==> src/rtl/hazard_ctrl_if.sv <==
// Bundle between the pipeline stage blocks and the hazard sequencer.
// master = stage side (supplies register fields and memory status),
// slave  = hazard_ctrl (returns stall/flush/forward controls and status).
//
// Data-memory handshake: dmem_req stays high while the mem stage holds an
// outstanding access. dmem_ready is high in the single cycle the memory
// completes it. A cycle with dmem_req=1 and dmem_ready=0 is a wait cycle.
// A cycle with both high completes the access without waiting.
interface hazard_ctrl_if #(
   parameter int CNT_W = 16
);
   // decode stage
   logic [4:0]       id_rs1;
   logic [4:0]       id_rs2;
   // execute stage
   logic [4:0]       ex_rs1;
   logic [4:0]       ex_rs2;
   logic [4:0]       ex_rd;
   logic [1:0]       ex_result_src;
   logic             ex_regfile_wr_enable;
   logic             ex_pc_src;
   // mem stage
   logic [4:0]       mem_rd;
   logic             mem_regfile_wr_enable;
   // writeback stage
   logic [4:0]       wb_rd;
   logic             wb_regfile_wr_enable;
   // data memory status
   logic             dmem_req;
   logic             dmem_ready;
   // controls back to the stages
   logic             stall_fetch;
   logic             stall_decode;
   logic             stall_execute;
   logic             stall_mem;
   logic             flush_fetch;
   logic             flush_decode;
   logic             flush_mem;
   logic [1:0]       forward_a;
   logic [1:0]       forward_b;
   // status and observability
   logic             mem_fault;
   logic [CNT_W-1:0] stall_cycles;
   logic [CNT_W-1:0] redirect_count;
   logic             mem_wait_state;   // 1 while the FSM is in MEM_WAIT

   modport master (
      output id_rs1, id_rs2,
      output ex_rs1, ex_rs2, ex_rd, ex_result_src, ex_regfile_wr_enable, ex_pc_src,
      output mem_rd, mem_regfile_wr_enable,
      output wb_rd, wb_regfile_wr_enable,
      output dmem_req, dmem_ready,
      input  stall_fetch, stall_decode, stall_execute, stall_mem,
      input  flush_fetch, flush_decode, flush_mem,
      input  forward_a, forward_b,
      input  mem_fault, stall_cycles, redirect_count, mem_wait_state
   );

   modport slave (
      input  id_rs1, id_rs2,
      input  ex_rs1, ex_rs2, ex_rd, ex_result_src, ex_regfile_wr_enable, ex_pc_src,
      input  mem_rd, mem_regfile_wr_enable,
      input  wb_rd, wb_regfile_wr_enable,
      input  dmem_req, dmem_ready,
      output stall_fetch, stall_decode, stall_execute, stall_mem,
      output flush_fetch, flush_decode, flush_mem,
      output forward_a, forward_b,
      output mem_fault, stall_cycles, redirect_count, mem_wait_state
   );
endinterface

==> src/rtl/hazard_ctrl.sv <==
// Hazard sequencer for the 5-stage RV32I pipeline.
// Produces per-stage stall/flush controls and execute-stage forwarding
// selects. A two-state FSM freezes the whole pipeline while a data access
// waits and aborts the access after MEM_TIMEOUT stalled cycles, raising a
// sticky mem_fault. Stall cycles and accepted redirects are counted with
// saturating counters.
module hazard_ctrl #(
   parameter int MEM_TIMEOUT = 16,
   parameter int CNT_W       = 16
) (
   input logic          clk,
   input logic          rstn,
   hazard_ctrl_if.slave hz
);

   localparam int               WAIT_W     = $clog2(MEM_TIMEOUT + 1);
   localparam logic [WAIT_W-1:0] WAIT_LIMIT = WAIT_W'(MEM_TIMEOUT);
   localparam logic [WAIT_W-1:0] WAIT_ONE   = WAIT_W'(1);
   localparam logic [CNT_W-1:0]  CNT_MAX    = '1;
   localparam logic [CNT_W-1:0]  CNT_ONE    = CNT_W'(1);

   typedef enum logic {
      RUN      = 1'b0,
      MEM_WAIT = 1'b1
   } state_t;

   state_t            state;
   state_t            state_nxt;
   logic [WAIT_W-1:0] wait_cnt;
   logic [WAIT_W-1:0] wait_cnt_nxt;

   // hazard conditions seen this cycle
   logic memwait;
   logic redirect;
   logic loaduse;

   // raw controls before the reset gate
   logic       stall_front;     // fetch + decode
   logic       stall_back;      // execute + mem
   logic       fl_fetch;
   logic       fl_decode;
   logic       fl_mem;
   logic       fault_set;
   logic       redirect_taken;
   logic [1:0] fwd_a;
   logic [1:0] fwd_b;

   logic             fault_q;
   logic [CNT_W-1:0] stall_cnt;
   logic [CNT_W-1:0] redirect_cnt;

   // Operand source for one execute operand: mem result wins over wb,
   // and x0 is never forwarded.
   function automatic logic [1:0] fwd_sel(
      input logic [4:0] rs,
      input logic [4:0] m_rd,
      input logic       m_we,
      input logic [4:0] w_rd,
      input logic       w_we
   );
      logic [1:0] sel;
      sel = 2'b00;
      if (m_we && (m_rd != 5'd0) && (m_rd == rs)) begin
         sel = 2'b10;
      end else if (w_we && (w_rd != 5'd0) && (w_rd == rs)) begin
         sel = 2'b01;
      end
      return sel;
   endfunction

   // Hazard detection from the current stage contents.
   always_comb begin
      memwait  = hz.dmem_req && !hz.dmem_ready;
      redirect = hz.ex_pc_src;
      loaduse  = (hz.ex_result_src == 2'b01) && hz.ex_regfile_wr_enable &&
                 (hz.ex_rd != 5'd0) &&
                 ((hz.ex_rd == hz.id_rs1) || (hz.ex_rd == hz.id_rs2));
   end

   // Forwarding selects, independent of the FSM state.
   always_comb begin
      fwd_a = fwd_sel(hz.ex_rs1, hz.mem_rd, hz.mem_regfile_wr_enable,
                      hz.wb_rd, hz.wb_regfile_wr_enable);
      fwd_b = fwd_sel(hz.ex_rs2, hz.mem_rd, hz.mem_regfile_wr_enable,
                      hz.wb_rd, hz.wb_regfile_wr_enable);
   end

   // FSM state and wait counter registers.
   always_ff @(posedge clk or negedge rstn) begin
      if (!rstn) begin
         state    <= RUN;
         wait_cnt <= '0;
      end else begin
         state    <= state_nxt;
         wait_cnt <= wait_cnt_nxt;
      end
   end

   // Next state, wait counter and pipeline controls.
   // In RUN the priority is memwait > redirect > loaduse. While the pipeline
   // is frozen in MEM_WAIT, redirect and loaduse are ignored: execute does
   // not advance, so they are evaluated again after the access ends.
   always_comb begin
      state_nxt      = state;
      wait_cnt_nxt   = wait_cnt;
      stall_front    = 1'b0;
      stall_back     = 1'b0;
      fl_fetch       = 1'b0;
      fl_decode      = 1'b0;
      fl_mem         = 1'b0;
      fault_set      = 1'b0;
      redirect_taken = 1'b0;
      case (state)
         RUN: begin
            if (memwait) begin
               stall_front  = 1'b1;
               stall_back   = 1'b1;
               fl_mem       = 1'b1;
               wait_cnt_nxt = WAIT_ONE;
               state_nxt    = MEM_WAIT;
            end else if (redirect) begin
               // decode holds a wrong-path instruction, so loaduse is moot
               fl_fetch       = 1'b1;
               fl_decode      = 1'b1;
               redirect_taken = 1'b1;
            end else if (loaduse) begin
               // one bubble; the load then sits in mem and forwards
               stall_front = 1'b1;
               fl_decode   = 1'b1;
            end
         end
         MEM_WAIT: begin
            if (hz.dmem_ready) begin
               wait_cnt_nxt = '0;
               state_nxt    = RUN;
            end else if (wait_cnt == WAIT_LIMIT) begin
               // abort: release the pipeline and drop the access result
               fl_mem       = 1'b1;
               fault_set    = 1'b1;
               wait_cnt_nxt = '0;
               state_nxt    = RUN;
            end else begin
               stall_front  = 1'b1;
               stall_back   = 1'b1;
               fl_mem       = 1'b1;
               wait_cnt_nxt = wait_cnt + WAIT_ONE;
            end
         end
         default: begin
            wait_cnt_nxt = '0;
            state_nxt    = RUN;
         end
      endcase
   end

   // Sticky timeout flag, cleared only by reset.
   always_ff @(posedge clk or negedge rstn) begin
      if (!rstn) begin
         fault_q <= 1'b0;
      end else if (fault_set) begin
         fault_q <= 1'b1;
      end
   end

   // Saturating count of cycles with stall_fetch asserted.
   always_ff @(posedge clk or negedge rstn) begin
      if (!rstn) begin
         stall_cnt <= '0;
      end else if (stall_front && (stall_cnt != CNT_MAX)) begin
         stall_cnt <= stall_cnt + CNT_ONE;
      end
   end

   // Saturating count of accepted redirects.
   always_ff @(posedge clk or negedge rstn) begin
      if (!rstn) begin
         redirect_cnt <= '0;
      end else if (redirect_taken && (redirect_cnt != CNT_MAX)) begin
         redirect_cnt <= redirect_cnt + CNT_ONE;
      end
   end

   // Outputs: controls are forced quiet while reset is held, without
   // waiting for a clock edge.
   always_comb begin
      hz.stall_fetch    = rstn & stall_front;
      hz.stall_decode   = rstn & stall_front;
      hz.stall_execute  = rstn & stall_back;
      hz.stall_mem      = rstn & stall_back;
      hz.flush_fetch    = rstn & fl_fetch;
      hz.flush_decode   = rstn & fl_decode;
      hz.flush_mem      = rstn & fl_mem;
      hz.forward_a      = rstn ? fwd_a : 2'b00;
      hz.forward_b      = rstn ? fwd_b : 2'b00;
      hz.mem_fault      = fault_q;
      hz.stall_cycles   = stall_cnt;
      hz.redirect_count = redirect_cnt;
      hz.mem_wait_state = (state == MEM_WAIT);
   end

endmodule

==> src/flat_wrapper.sv <==
// flat-port wrapper written by rule: the top's interface ports become plain ports
module hazard_ctrl_flat 
#(
   parameter int MEM_TIMEOUT = 16,
   parameter int CNT_W       = 16
)
  (clk, rstn, hz_id_rs1, hz_id_rs2, hz_ex_rs1, hz_ex_rs2, hz_ex_rd, hz_ex_result_src, hz_ex_regfile_wr_enable, hz_ex_pc_src, hz_mem_rd, hz_mem_regfile_wr_enable, hz_wb_rd, hz_wb_regfile_wr_enable, hz_dmem_req, hz_dmem_ready, hz_stall_fetch, hz_stall_decode, hz_stall_execute, hz_stall_mem, hz_flush_fetch, hz_flush_decode, hz_flush_mem, hz_forward_a, hz_forward_b, hz_mem_fault, hz_stall_cycles, hz_redirect_count, hz_mem_wait_state);
  hazard_ctrl_if #(.CNT_W(CNT_W)) hz_i ();
  input logic clk;
  input logic rstn;
  input wire logic [$bits(hz_i.id_rs1)-1:0] hz_id_rs1;
  input wire logic [$bits(hz_i.id_rs2)-1:0] hz_id_rs2;
  input wire logic [$bits(hz_i.ex_rs1)-1:0] hz_ex_rs1;
  input wire logic [$bits(hz_i.ex_rs2)-1:0] hz_ex_rs2;
  input wire logic [$bits(hz_i.ex_rd)-1:0] hz_ex_rd;
  input wire logic [$bits(hz_i.ex_result_src)-1:0] hz_ex_result_src;
  input wire logic [$bits(hz_i.ex_regfile_wr_enable)-1:0] hz_ex_regfile_wr_enable;
  input wire logic [$bits(hz_i.ex_pc_src)-1:0] hz_ex_pc_src;
  input wire logic [$bits(hz_i.mem_rd)-1:0] hz_mem_rd;
  input wire logic [$bits(hz_i.mem_regfile_wr_enable)-1:0] hz_mem_regfile_wr_enable;
  input wire logic [$bits(hz_i.wb_rd)-1:0] hz_wb_rd;
  input wire logic [$bits(hz_i.wb_regfile_wr_enable)-1:0] hz_wb_regfile_wr_enable;
  input wire logic [$bits(hz_i.dmem_req)-1:0] hz_dmem_req;
  input wire logic [$bits(hz_i.dmem_ready)-1:0] hz_dmem_ready;
  output wire logic [$bits(hz_i.stall_fetch)-1:0] hz_stall_fetch;
  output wire logic [$bits(hz_i.stall_decode)-1:0] hz_stall_decode;
  output wire logic [$bits(hz_i.stall_execute)-1:0] hz_stall_execute;
  output wire logic [$bits(hz_i.stall_mem)-1:0] hz_stall_mem;
  output wire logic [$bits(hz_i.flush_fetch)-1:0] hz_flush_fetch;
  output wire logic [$bits(hz_i.flush_decode)-1:0] hz_flush_decode;
  output wire logic [$bits(hz_i.flush_mem)-1:0] hz_flush_mem;
  output wire logic [$bits(hz_i.forward_a)-1:0] hz_forward_a;
  output wire logic [$bits(hz_i.forward_b)-1:0] hz_forward_b;
  output wire logic [$bits(hz_i.mem_fault)-1:0] hz_mem_fault;
  output wire logic [$bits(hz_i.stall_cycles)-1:0] hz_stall_cycles;
  output wire logic [$bits(hz_i.redirect_count)-1:0] hz_redirect_count;
  output wire logic [$bits(hz_i.mem_wait_state)-1:0] hz_mem_wait_state;
  assign hz_i.id_rs1 = hz_id_rs1;
  assign hz_i.id_rs2 = hz_id_rs2;
  assign hz_i.ex_rs1 = hz_ex_rs1;
  assign hz_i.ex_rs2 = hz_ex_rs2;
  assign hz_i.ex_rd = hz_ex_rd;
  assign hz_i.ex_result_src = hz_ex_result_src;
  assign hz_i.ex_regfile_wr_enable = hz_ex_regfile_wr_enable;
  assign hz_i.ex_pc_src = hz_ex_pc_src;
  assign hz_i.mem_rd = hz_mem_rd;
  assign hz_i.mem_regfile_wr_enable = hz_mem_regfile_wr_enable;
  assign hz_i.wb_rd = hz_wb_rd;
  assign hz_i.wb_regfile_wr_enable = hz_wb_regfile_wr_enable;
  assign hz_i.dmem_req = hz_dmem_req;
  assign hz_i.dmem_ready = hz_dmem_ready;
  assign hz_stall_fetch = hz_i.stall_fetch;
  assign hz_stall_decode = hz_i.stall_decode;
  assign hz_stall_execute = hz_i.stall_execute;
  assign hz_stall_mem = hz_i.stall_mem;
  assign hz_flush_fetch = hz_i.flush_fetch;
  assign hz_flush_decode = hz_i.flush_decode;
  assign hz_flush_mem = hz_i.flush_mem;
  assign hz_forward_a = hz_i.forward_a;
  assign hz_forward_b = hz_i.forward_b;
  assign hz_mem_fault = hz_i.mem_fault;
  assign hz_stall_cycles = hz_i.stall_cycles;
  assign hz_redirect_count = hz_i.redirect_count;
  assign hz_mem_wait_state = hz_i.mem_wait_state;
  hazard_ctrl #(.MEM_TIMEOUT(MEM_TIMEOUT), .CNT_W(CNT_W)) u_core (.clk(clk), .rstn(rstn), .hz(hz_i));
endmodule
==> config.mk <==
export PLATFORM = sky130hd
export DESIGN_NAME = hazard_ctrl_flat
export DESIGN_NICKNAME = d
export VERILOG_FILES = /design/src/rtl/hazard_ctrl_if.sv /design/src/rtl/hazard_ctrl.sv /design/src/flat_wrapper.sv
export SDC_FILE = /design/constraint.sdc
export NUM_CORES = 1
export LEC_CHECK = 0
export BUFFER_PORTS_ARGS = -buffer_cell sky130_fd_sc_hd__buf_2
export CAP_MARGIN = 20
export CORE_ASPECT_RATIO = 0.5
export CORE_MARGIN = 4
export CORE_UTILIZATION = 49
export CTS_CLUSTER_DIAMETER = 50
export DETAILED_ROUTE_END_ITERATION = 10
export PLACE_DENSITY = 0.9
export SLEW_MARGIN = 25
export SYNTH_ARGS = -nofsm -noshare
export SYNTH_HDL_FRONTEND = slang
export SYNTH_SLANG_ARGS = --single-unit
==> constraint.sdc <==
create_clock -name clk -period 4.8 [get_ports clk]
set_clock_uncertainty 0.2 [all_clocks]
set_input_delay 1.44 -clock clk [delete_from_list [all_inputs] [get_ports clk]]
set_output_delay 1.44 -clock clk [all_outputs]
set_load 0.02 [all_outputs]
==> flow_summary.toml, run 1 <==
[timing]
timing.final.crit_share_pct = 96.0
final.setup.tns_ns = 0
timing_worst_slew_pin_value_ns = 0.615
grt_setup_unrepaired = "no"
max_slew_margin_pct = 58.7
fin_crit_ns = 4.61
final.hold.worst_slack_ns = 0.280
timing.final.ws_setup_ns = 0.194
hold_viol_final = 0
final_number_of_max_transition_violations = 0
finalSetupViolations = 0
fmaxAchievable_ghz = 0.217

[clock_network]
cts.sinks = 39
ctsHoldBuffers = 0
cts_buffer_count = 5
cts_htree_levels = 2
ctsResizeCount = 0
clock_tree.root_cell = "sky130_fd_sc_hd__clkbuf_8"
clk_pin_slew_ns = 0.07
cts_post_setup_buffers_inserted = 0
tritoncts = "yes"
insertion_delay_to_the_later_sink_of_the_worst_skew_pair_ns = 0.29
clock_tree.buffer_depth = 2

[finish]
fill_cells = 341
drive_gt1_share_pct = 35.3
design_area_um2 = 2980
area.growth.synth_to_final_pct = 25.1
utilization_pct = 65.4
finish.net_count = 369
antenna-diode-count = 0
final_non_filler_cells = 386

[die]
die-height_um = 57.3
core-area_um2 = 4550
initial_utilization_pct = 52.3
die_w_um = 107
ioPinCount = 90
floorplan.rows = 17
floorplan.die_area_um2 = 6110

[detailed_routing]
drcViolationCount = 0
antenna_violating_nets_post_route = 0
firstDrtPassIters = 4
drt-initial-drc-count = 135
postRouteWirelength_um = 5700
detail_route.wl_per_cell_um = 14.8
detailroute.via_count = 2047
vias_per_cell = 5.30

[critical_path]
setup.worst_path.class = "input pin to primary output"
end_kind = "primary output"
cp.required_ns = 3.16
critical_path_arrival_ns = 2.97
critPathLaunchType = "input pin"
crit_path_max_incr_delay_ns = 0.51
path_buf_inv = 2
worst_path_dominant_cell_family = "simple AND/OR/NAND/NOR gates"
timing.critical_path.fanout_max = 3
crit_path_cell_trace = "buf_2 > or4_1 > o21ai_0 > nor4_1 > nor4_1 > buf_2"
timing.critical_path.slowest_stage_cell = "sky130_fd_sc_hd__or4_1"

[place]
dpl-instance-area_um2 = 2890
numPortBuffers = 89
preCtsSetupSlack_ns = 0.194
post-place-cells = 379
detailedPlacementHpwl_um = 4480
gp_routability_congestion = 0.847

[synth]
yosysMostFrequentCell = "sky130_fd_sc_hd__dfrtp_1"
syn_area_per_cell_um2 = 10.5
synth_simple_gate_area_share_pct = 23.7
synth_top_family_by_area = "simple AND/OR/NAND/NOR gates"
synth-async-reset-ratio_pct = 100
post_synth_most_frequent_cells = "sky130_fd_sc_hd__dfrtp_1 (39), sky130_fd_sc_hd__xor2_1 (31), sky130_fd_sc_hd__xnor2_1 (29)"
yosysUniqueCellTypes = 44
synth.ff_latch_count = 39
netlist_top_cells_area = "sky130_fd_sc_hd__dfrtp_1 (41%), sky130_fd_sc_hd__xor2_1 (11%), sky130_fd_sc_hd__xnor2_1 (11%), sky130_fd_sc_hd__nand2_1 (3.0%), sky130_fd_sc_hd__nand3_1 (2.9%)"
yosys.area.top_type_share_pct = 41.0
sequential_element_share_of_the_synthesized_area_pct = 41.0
synth.mux.area_fraction_pct = 1.58
yosysTopAreaCell = "sky130_fd_sc_hd__dfrtp_1"
synth_xor_area_share_pct = 22.1
synth_enable_flop_cells = 0
post_synthesis_cell_area_um2 = 2380
synthesis.nets = 275
synth_flop_cell = "sky130_fd_sc_hd__dfrtp_1"
syn_inst = 226
yosysWarnings = 0
post_synth_fa_ha_maj_area_fraction_pct = 2.10
synth_compound_gate_area_share_pct = 7.51

[power]
power.switching_fraction_pct = 38.1
peakVddDrop_v = 0.000285
power.clock.fraction_pct = 20.5
share_seq_of_total_power_pct = 43.8
power_frac_comb_pct = 35.7
power_leakage_nw = 1.48
power_density_nw_per_um2 = 363
total_power_mw = 1.08
cellInternalPower_mw = 0.670
p_switching_mw = 0.413

[worst_hold_path]
min_path_type = "flip-flop to flip-flop"

[grt]
grt_overflow_total = 0
grt_pass1_vias = 2070
grt_max_degree = 47
initial_antenna_violation_count = 0
groute.usage.overall_pct = 19.1
global_route_wire_length_before_repair_um = 9540

[run]
cap_violations = 0

[status]
outcome = "completed"
[per-layer routing]
layer	part of all wire [%]	vias to the layer above	GRT usage, %
met5	0	-	0
met4	2.3	0	7.83
met3	5.2	12	4.52
met2	52	56	33.5
met1	40	992	23.0
li1	-	987	-
[cell usage in the layout (no fill, tap or decap), types with 2 or more instances in the layout]
master                     count
sky130_fd_sc_hd__buf_2        89
sky130_fd_sc_hd__dfrtp_1      39
sky130_fd_sc_hd__xor2_1       31
sky130_fd_sc_hd__xnor2_1      29
sky130_fd_sc_hd__nand2_1      19
sky130_fd_sc_hd__nand3_1      14
sky130_fd_sc_hd__nor2_1       12
sky130_fd_sc_hd__nand4_1       8
sky130_fd_sc_hd__and2_1        6
sky130_fd_sc_hd__and3_1        6
sky130_fd_sc_hd__clkbuf_8      6
sky130_fd_sc_hd__or4_1         5
sky130_fd_sc_hd__o21ai_0       5
sky130_fd_sc_hd__nor3_1        5
sky130_fd_sc_hd__inv_1         4
sky130_fd_sc_hd__nor4_1        4
sky130_fd_sc_hd__ha_1          4
sky130_fd_sc_hd__o211a_1       2
sky130_fd_sc_hd__mux2_1        2
sky130_fd_sc_hd__nor4b_2       2
sky130_fd_sc_hd__nand3b_1      2
sky130_fd_sc_hd__buf_4         2
[cell families (layout without fill, tap and decap cells)]
logic type	count (synthesis)	in the layout
and+or+nand+nor	94	94
muxes	3	3
DFF	39	39
AOI/OAI and AO/OA	18	18
xor gates and xnor gates	60	60
adders and majority gates	4	4
buffers and inverters	8	102
[cell type report]
class / instances / area [µm²] / share of cell area, %
clock buffers: 6 / 82.6 / 2.77
well taps: 66 / 82.6 / 2.77
multi-input cells: 179 / 1360 / 45.6
repair buffers: 91 / 460 / 15.5
inverters: 4 / 15.0 / 0.504
clock inverters: 1 / 5.00 / 0.168
flip-flops and latches: 39 / 976 / 32.8
[final timing paths]
path	start	endpoint	slack, ns	cells past startpoint
max	hz_mem_rd[0]	hz_forward_b[0]	0.19	6
min	u_core.hz.mem_fault$_DFFE_PN0P_	u_core.hz.mem_fault$_DFFE_PN0P_	0.28	1
max reg2reg	u_core.wait_cnt[0]$_DFFE_PN0P_	u_core.hz.stall_cycles[1]$_DFFE_PN0P_	2.22	9
min reg2reg	u_core.hz.mem_fault$_DFFE_PN0P_	u_core.hz.mem_fault$_DFFE_PN0P_	0.28	1
max in group asynchronous	rstn	u_core.hz.mem_fault$_DFFE_PN0P_	2.95	2
min in group asynchronous	rstn	u_core.hz.redirect_count[14]$_DFFE_PN0P_	1.09	2
[flip-flops by register name, summed over array words and instances (netlist names)]
signal and cells:
u_core.wait_cnt 5, u_core.hz.mem_fault 1, u_core.hz.stall_cycles 16, u_core.hz.mem_wait_state 1
u_core.hz.redirect_count 16
[power by group through the flow]
| stage | Sequential, mW | Combinational (mW) | Clock [mW] |
|---|---|---|---|
| after CTS | 0.473 | 0.391 | 0.227 |
| after detailed placement | 0.476 | 0.389 | 0 |
| after global routing | 0.486 | 0.426 | 0.244 |
| after floorplan | 0.531 | 0.193 | 0 |
| final | 0.474 | 0.386 | 0.222 |
| after global placement | 0.471 | 0.374 | 0 |
(Power assumes the default switching activity.)
==> inputs of run 2 (changes only) <==
--- a/config.mk
+++ b/config.mk
@@ -5,14 +5,15 @@
 export SDC_FILE = /design/constraint.sdc
 export NUM_CORES = 1
 export LEC_CHECK = 0
+export ABC_AREA = 1
 export BUFFER_PORTS_ARGS = -buffer_cell sky130_fd_sc_hd__buf_2
 export CAP_MARGIN = 20
 export CORE_ASPECT_RATIO = 0.5
 export CORE_MARGIN = 4
-export CORE_UTILIZATION = 49
+export CORE_UTILIZATION = 51
 export CTS_CLUSTER_DIAMETER = 50
 export DETAILED_ROUTE_END_ITERATION = 10
-export PLACE_DENSITY = 0.9
+export PLACE_DENSITY_LB_ADDON = 0.15
 export SLEW_MARGIN = 25
 export SYNTH_ARGS = -nofsm -noshare
 export SYNTH_HDL_FRONTEND = slang
==> constraint.sdc (replaced) <==
create_clock -name clk -period 4.8 [get_ports clk]
set_clock_uncertainty 0.2 [all_clocks]
set_input_delay 1.44 -clock clk [delete_from_list [all_inputs] [get_ports clk]]
set_output_delay 1.44 -clock clk [all_outputs]
set_load 0.005 [all_outputs]
==> flow_summary.toml, run 2 <==
[clock_network]
cts_htree_levels = 2
clk_pin_slew_ns = 0.07
clock_tree.root_cell = "sky130_fd_sc_hd__clkbuf_8"
clock_tree.buffer_depth = 2
cts_post_setup_buffers_inserted = 0
insertion_delay_to_the_later_sink_of_the_worst_skew_pair_ns = 0.29
ctsHoldBuffers = 0
cts_buffer_count = 5
tritoncts = "yes"
ctsResizeCount = 0
cts.sinks = 39

[synth]
yosysUniqueCellTypes = 32
yosysMostFrequentCell = "sky130_fd_sc_hd__nand2_1"
synthesis.nets = 430
sequential_element_share_of_the_synthesized_area_pct = 35.1
synth.ff_latch_count = 39
yosysTopAreaCell = "sky130_fd_sc_hd__dfrtp_1"
syn_inst = 381
syn_area_per_cell_um2 = 7.30
yosys.area.top_type_share_pct = 35.1
synth_enable_flop_cells = 0
post_synth_most_frequent_cells = "sky130_fd_sc_hd__nand2_1 (104), sky130_fd_sc_hd__inv_1 (46), sky130_fd_sc_hd__dfrtp_1 (39)"
post_synthesis_cell_area_um2 = 2780
yosysWarnings = 0
synth_flop_cell = "sky130_fd_sc_hd__dfrtp_1"
netlist_top_cells_area = "sky130_fd_sc_hd__dfrtp_1 (35%), sky130_fd_sc_hd__nand2_1 (14%), sky130_fd_sc_hd__xor2_1 (9.1%), sky130_fd_sc_hd__xnor2_1 (6.6%), sky130_fd_sc_hd__nand3_1 (6.3%)"
synth-async-reset-ratio_pct = 100

[finish]
multi_input_comb_area_um2 = 1540
layout.cells.most_common_list = "sky130_fd_sc_hd__nand2_1 (104), sky130_fd_sc_hd__buf_2 (89), sky130_fd_sc_hd__inv_1 (46)"
finish.net_count = 520
antenna-diode-count = 0
register_area_um2 = 976
design_area_um2 = 3390
final_common_cell = "sky130_fd_sc_hd__nand2_1"
drive_gt1_share_pct = 24.4
fill_cells = 473
area.growth.synth_to_final_pct = 21.9

[detailed_routing]
firstDrtPassIters = 4
drt-initial-drc-count = 160
antenna_violating_nets_post_route = 0
drcViolationCount = 0
detailroute.via_count = 2639
detail_route.wl_per_cell_um = 11.9
postRouteWirelength_um = 6430
vias_per_cell = 4.87

[power]
cellInternalPower_mw = 0.773
p_switching_mw = 0.414
power.clock.fraction_pct = 27.2
power_frac_comb_pct = 31.9
peakVddDrop_v = 0.000188
power_leakage_nw = 1.82
share_seq_of_total_power_pct = 41.0
total_power_mw = 1.19
power.switching_fraction_pct = 34.9
power_density_nw_per_um2 = 351

[timing]
timing_worst_slew_pin_value_ns = 0.484
fin_crit_ns = 4.12
max_slew_margin_pct = 67.7
timing.final.ws_setup_ns = 0.681
final_number_of_max_transition_violations = 0
hold_viol_final = 0
final.setup.tns_ns = 0
fmaxAchievable_ghz = 0.243
finalSetupViolations = 0
timing.final.crit_share_pct = 85.8
grt_setup_unrepaired = "no"
final.hold.worst_slack_ns = 0.290

[critical_path]
critPathLaunchType = "input pin"
timing.critical_path.fanout_max = 8
r2r_startpoint = "u_core.hz.stall_cycles[0]$_DFFE_PN0P_"
critical_path_arrival_ns = 2.48
cp.required_ns = 3.16
r2r_setup_slack_ns = 2.78
end_kind = "primary output"
setup.worst_path.class = "input pin to primary output"
worst_r2r_endpoint = "u_core.hz.stall_cycles[6]$_DFFE_PN0P_"
timing.reg2reg.worst_path_depth = 8

[place]
preCtsSetupSlack_ns = 0.673
gp_routability_congestion = 0.808
dpl-instance-area_um2 = 3260
detailedPlacementHpwl_um = 5090
numPortBuffers = 89

[die]
floorplan.rows = 18
floorplan.die_area_um2 = 6770
ioPinCount = 90
core-area_um2 = 5090
initial_utilization_pct = 54.6
die-height_um = 60.2
die_w_um = 112

[grt]
initial_antenna_violation_count = 0
groute.usage.overall_pct = 20.0
grt_max_degree = 40
grt_pass1_vias = 2415
grt_overflow_total = 0
global_route_wire_length_before_repair_um = 10800

[worst_hold_path]
hold_path_start = "u_core.hz.mem_fault$_DFFE_PN0P_"
min_path_type = "flip-flop to flip-flop"
worstHoldEndpoint = "u_core.hz.mem_fault$_DFFE_PN0P_"
min_path_cells = 1

[status]
outcome = "completed"

[run]
cap_violations = 0
[run 2: cell count changes after synthesis, sizes merged, moves of 4 or more]
cell	before	now
nand2	19	106
inv	4	53
nor2	12	36
nand3	15	36
nor3	5	15
xnor2	29	21
and2	6	0
and3	6	0
o21ai	5	11
or4	5	0
a21oi	1	5
[run 2: layout make-up]
class | count | area share [%]
sequential | 39 | 28.8
inverter | 53 | 5.87
multi-input combinational | 282 | 45.5
clock inverter | 2 | 1.77
timing repair buffer | 90 | 13.4
clock buffer | 6 | 2.14
tap | 70 | 2.58
[run 2: how the worst max path moves through the flow]
stage,start,end,slack (ns),cells after the start
floorplan,hz_id_rs1[4],hz_stall_fetch,0.91,9
global placement,hz_dmem_ready,hz_stall_fetch,0.70,5
detailed placement,hz_dmem_ready,hz_stall_fetch,0.67,5
CTS,hz_dmem_ready,hz_stall_fetch,0.66,5
global route,hz_dmem_ready,hz_stall_fetch,0.52,5
finish,hz_dmem_ready,hz_stall_fetch,0.68,5
[run 2: power groups by stage]
stage / Clock (mW) / Combinational, mW / Sequential [mW]
floorplan: 0 / 0.241 / 0.483
global placement: 0 / 0.371 / 0.489
detailed placement: 0 / 0.381 / 0.491
CTS: 0.331 / 0.383 / 0.486
global route: 0.343 / 0.433 / 0.501
finish: 0.323 / 0.378 / 0.487
[run 2: worst max-delay path, stage by stage]
cell and delay, ns:
sky130_fd_sc_hd__buf_2 0.12, sky130_fd_sc_hd__a21oi_2 0.31, sky130_fd_sc_hd__nand2_1 0.21, sky130_fd_sc_hd__a21oi_1 0.24, sky130_fd_sc_hd__buf_2 0.15
[run 2: logic make-up after synthesis]
family                   count (synthesis)  synth area share, %
flip-flops                              39                 35.1
AND/OR/NAND/NOR                        207                 33.6
AO/OA/AOI/OAI                           21                 4.28
adder cells (fa/ha/maj)                  4                 1.80
buffers and inverters                   60                 9.50
XOR/XNOR                                50                 15.8
[run 2: layer usage]
metal	track usage, %	up-vias	share of wire, %
li1	-	1370	-
met1	26.2	1170	47
met2	33.8	90	45
met3	4.65	9	7.7
met4	5.65	0	1.2
met5	0	-	0
[run 2: through the flow]
step                      std cells  util [%]
after detailed placement        534      64.0
after CTS                       542      66.6
after global placement          534      64.0
after floorplan                 381         -
final                           542      66.6
after global routing            542      66.6
==> inputs of run 3 (changes only) <==
--- a/config.mk
+++ b/config.mk
@@ -9,11 +9,10 @@
 export BUFFER_PORTS_ARGS = -buffer_cell sky130_fd_sc_hd__buf_2
 export CAP_MARGIN = 20
 export CORE_ASPECT_RATIO = 0.5
-export CORE_MARGIN = 4
-export CORE_UTILIZATION = 51
+export CORE_UTILIZATION = 55
 export CTS_CLUSTER_DIAMETER = 50
 export DETAILED_ROUTE_END_ITERATION = 10
-export PLACE_DENSITY_LB_ADDON = 0.15
+export PLACE_DENSITY = 0.86
 export SLEW_MARGIN = 25
 export SYNTH_ARGS = -nofsm -noshare
 export SYNTH_HDL_FRONTEND = slang
==> constraint.sdc (replaced) <==
create_clock -name clk -period 5.13 [get_ports clk]
set_clock_uncertainty 0.2 [all_clocks]
set_input_delay 1.539 -clock clk [delete_from_list [all_inputs] [get_ports clk]]
set_output_delay 1.539 -clock clk [all_outputs]
set_load 0.005 [all_outputs]
==> flow_summary.toml, run 3 (synthesis gave the netlist of run 2 again) <==
[power]
power_leakage_nw = 1.82
p_switching_mw = 0.397
share_seq_of_total_power_pct = 42.6
power.clock.fraction_pct = 24.5
power_density_nw_per_um2 = 318
peakVddDrop_v = 0.000160
total_power_mw = 1.07
cellInternalPower_mw = 0.673
power.switching_fraction_pct = 37.1
power_frac_comb_pct = 33.0

[clock_network]
ctsHoldBuffers = 0
clk_pin_slew_ns = 0.07
clock_tree.buffer_depth = 2
insertion_delay_to_the_later_sink_of_the_worst_skew_pair_ns = 0.30
clock_tree.root_cell = "sky130_fd_sc_hd__clkbuf_8"
cts_buffer_count = 5
ctsResizeCount = 0
cts_htree_levels = 2
tritoncts = "yes"
cts_post_setup_buffers_inserted = 0
cts.sinks = 39

[finish]
drive_gt1_share_pct = 24.6
utilization_pct = 72.9
antenna-diode-count = 0
design_area_um2 = 3360
fill_cells = 378
layout.cells.most_common_list = "sky130_fd_sc_hd__nand2_1 (104), sky130_fd_sc_hd__buf_2 (89), sky130_fd_sc_hd__inv_1 (46)"
finish.net_count = 520
area.growth.synth_to_final_pct = 21.0
final_common_cell = "sky130_fd_sc_hd__nand2_1"

[detailed_routing]
antenna_violating_nets_post_route = 0
postRouteWirelength_um = 6390
drt-initial-drc-count = 123
detail_route.wl_per_cell_um = 11.9
vias_per_cell = 5.08
firstDrtPassIters = 4
detailroute.via_count = 2734
drcViolationCount = 0

[die]
die-height_um = 52.3
floorplan.rows = 17
die_w_um = 103
floorplan.die_area_um2 = 5360
ioPinCount = 90
initial_utilization_pct = 60.2
core-area_um2 = 4620

[grt]
groute.usage.overall_pct = 26.4
grt_max_degree = 39
grt_pass1_vias = 2472
grt_overflow_total = 0
global_route_wire_length_before_repair_um = 10800
initial_antenna_violation_count = 0

[place]
dpl-instance-area_um2 = 3250
detailedPlacementHpwl_um = 4880
numPortBuffers = 89
gp_routability_congestion = 0.864

[worst_hold_path]
min_path_type = "flip-flop to flip-flop"

[timing]
hold_viol_final = 0
final.setup.tns_ns = 0
timing_worst_slew_pin_value_ns = 0.468
final_number_of_max_transition_violations = 0
grt_setup_unrepaired = "no"
fin_crit_ns = 4.31
fmaxAchievable_ghz = 0.232
max_slew_margin_pct = 68.8
timing.final.crit_share_pct = 84.1
finalSetupViolations = 0

[critical_path]
critical_path_arrival_ns = 2.57
critPathLaunchType = "input pin"
cp.required_ns = 3.39
end_kind = "primary output"
setup.worst_path.class = "input pin to primary output"
timing.critical_path.fanout_max = 8

[status]
outcome = "completed"

[run]
cap_violations = 0
run 3: cell types whose count changed in the layout (fill, tap and decap cells not counted):
| cell | previous run | this run |
|---|---|---|
| sky130_fd_sc_hd__bufinv_16 | 2 | 1 |
| sky130_fd_sc_hd__clkbuf_1 | 1 | 0 |
| sky130_fd_sc_hd__clkinv_2 | 0 | 1 |
| sky130_fd_sc_hd__clkinv_4 | 0 | 1 |
run 3: area by class of cell:
| cell class | count | area [µm²] | share of cell area (%) |
|---|---|---|---|
| Clock inverter | 3 | 43.8 | 1.30 |
| Sequential cell | 39 | 976 | 29.0 |
| Timing Repair Buffer | 90 | 453 | 13.5 |
| Inverter | 53 | 199 | 5.92 |
| Multi-Input combinational cell | 282 | 1540 | 45.8 |
| Clock buffer | 5 | 68.8 | 2.05 |
| Tap cell | 66 | 82.6 | 2.46 |
run 3: worst paths after layout:
kind | startpoint | endpoint | slack, ns | depth (start not counted)
setup / recovery | hz_dmem_ready | hz_stall_decode | 0.82 | 5
hold / removal | u_core.hz.mem_fault$_DFFE_PN0P_ | u_core.hz.mem_fault$_DFFE_PN0P_ | 0.28 | 1
setup reg to reg | u_core.wait_cnt[0]$_DFFE_PN0P_ | u_core.hz.stall_cycles[11]$_DFFE_PN0P_ | 3.08 | 10
hold reg to reg | u_core.hz.mem_fault$_DFFE_PN0P_ | u_core.hz.mem_fault$_DFFE_PN0P_ | 0.28 | 1
max in group asynchronous | rstn | u_core.hz.mem_fault$_DFFE_PN0P_ | 3.20 | 2
min in group asynchronous | rstn | u_core.hz.mem_wait_state$_DFF_PN0_ | 0.85 | 1
run 3: through the flow:
stage | instances | hold WS [ns] | setup slack (ns)
5_1_grt | 538 | 0.335 | 0.639
6_report | 538 | 0.278 | 0.818
2_1_floorplan | 381 | 0.268 | 1.04
3_5_place_dp | 530 | 0.261 | 0.839
4_1_cts | 538 | 0.281 | 0.825
3_3_place_gp | 530 | 0.259 | 0.895
run 3: critical path, stage by stage:
cell,delay (ns)
sky130_fd_sc_hd__buf_2,0.12
sky130_fd_sc_hd__a21oi_2,0.31
sky130_fd_sc_hd__nand2_1,0.22
sky130_fd_sc_hd__a21oi_1,0.23
sky130_fd_sc_hd__buf_2,0.15
run 3: power groups by stage:
stage	combinational (mW)	sequential [mW]	clock (mW)
finish	0.353	0.456	0.262
CTS	0.355	0.455	0.266
global route	0.409	0.469	0.278
global placement	0.343	0.457	0
floorplan	0.225	0.452	0
detailed placement	0.353	0.461	0
run 3: metal layers:
metal | vias up | global-route usage, % | share of wire [%]
li1 | 1384 | - | -
met1 | 1239 | 33.4 | 45
met2 | 105 | 47.1 | 48
met3 | 6 | 4.53 | 6.3
met4 | 0 | 6.90 | 0.85
met5 | - | 0 | 0
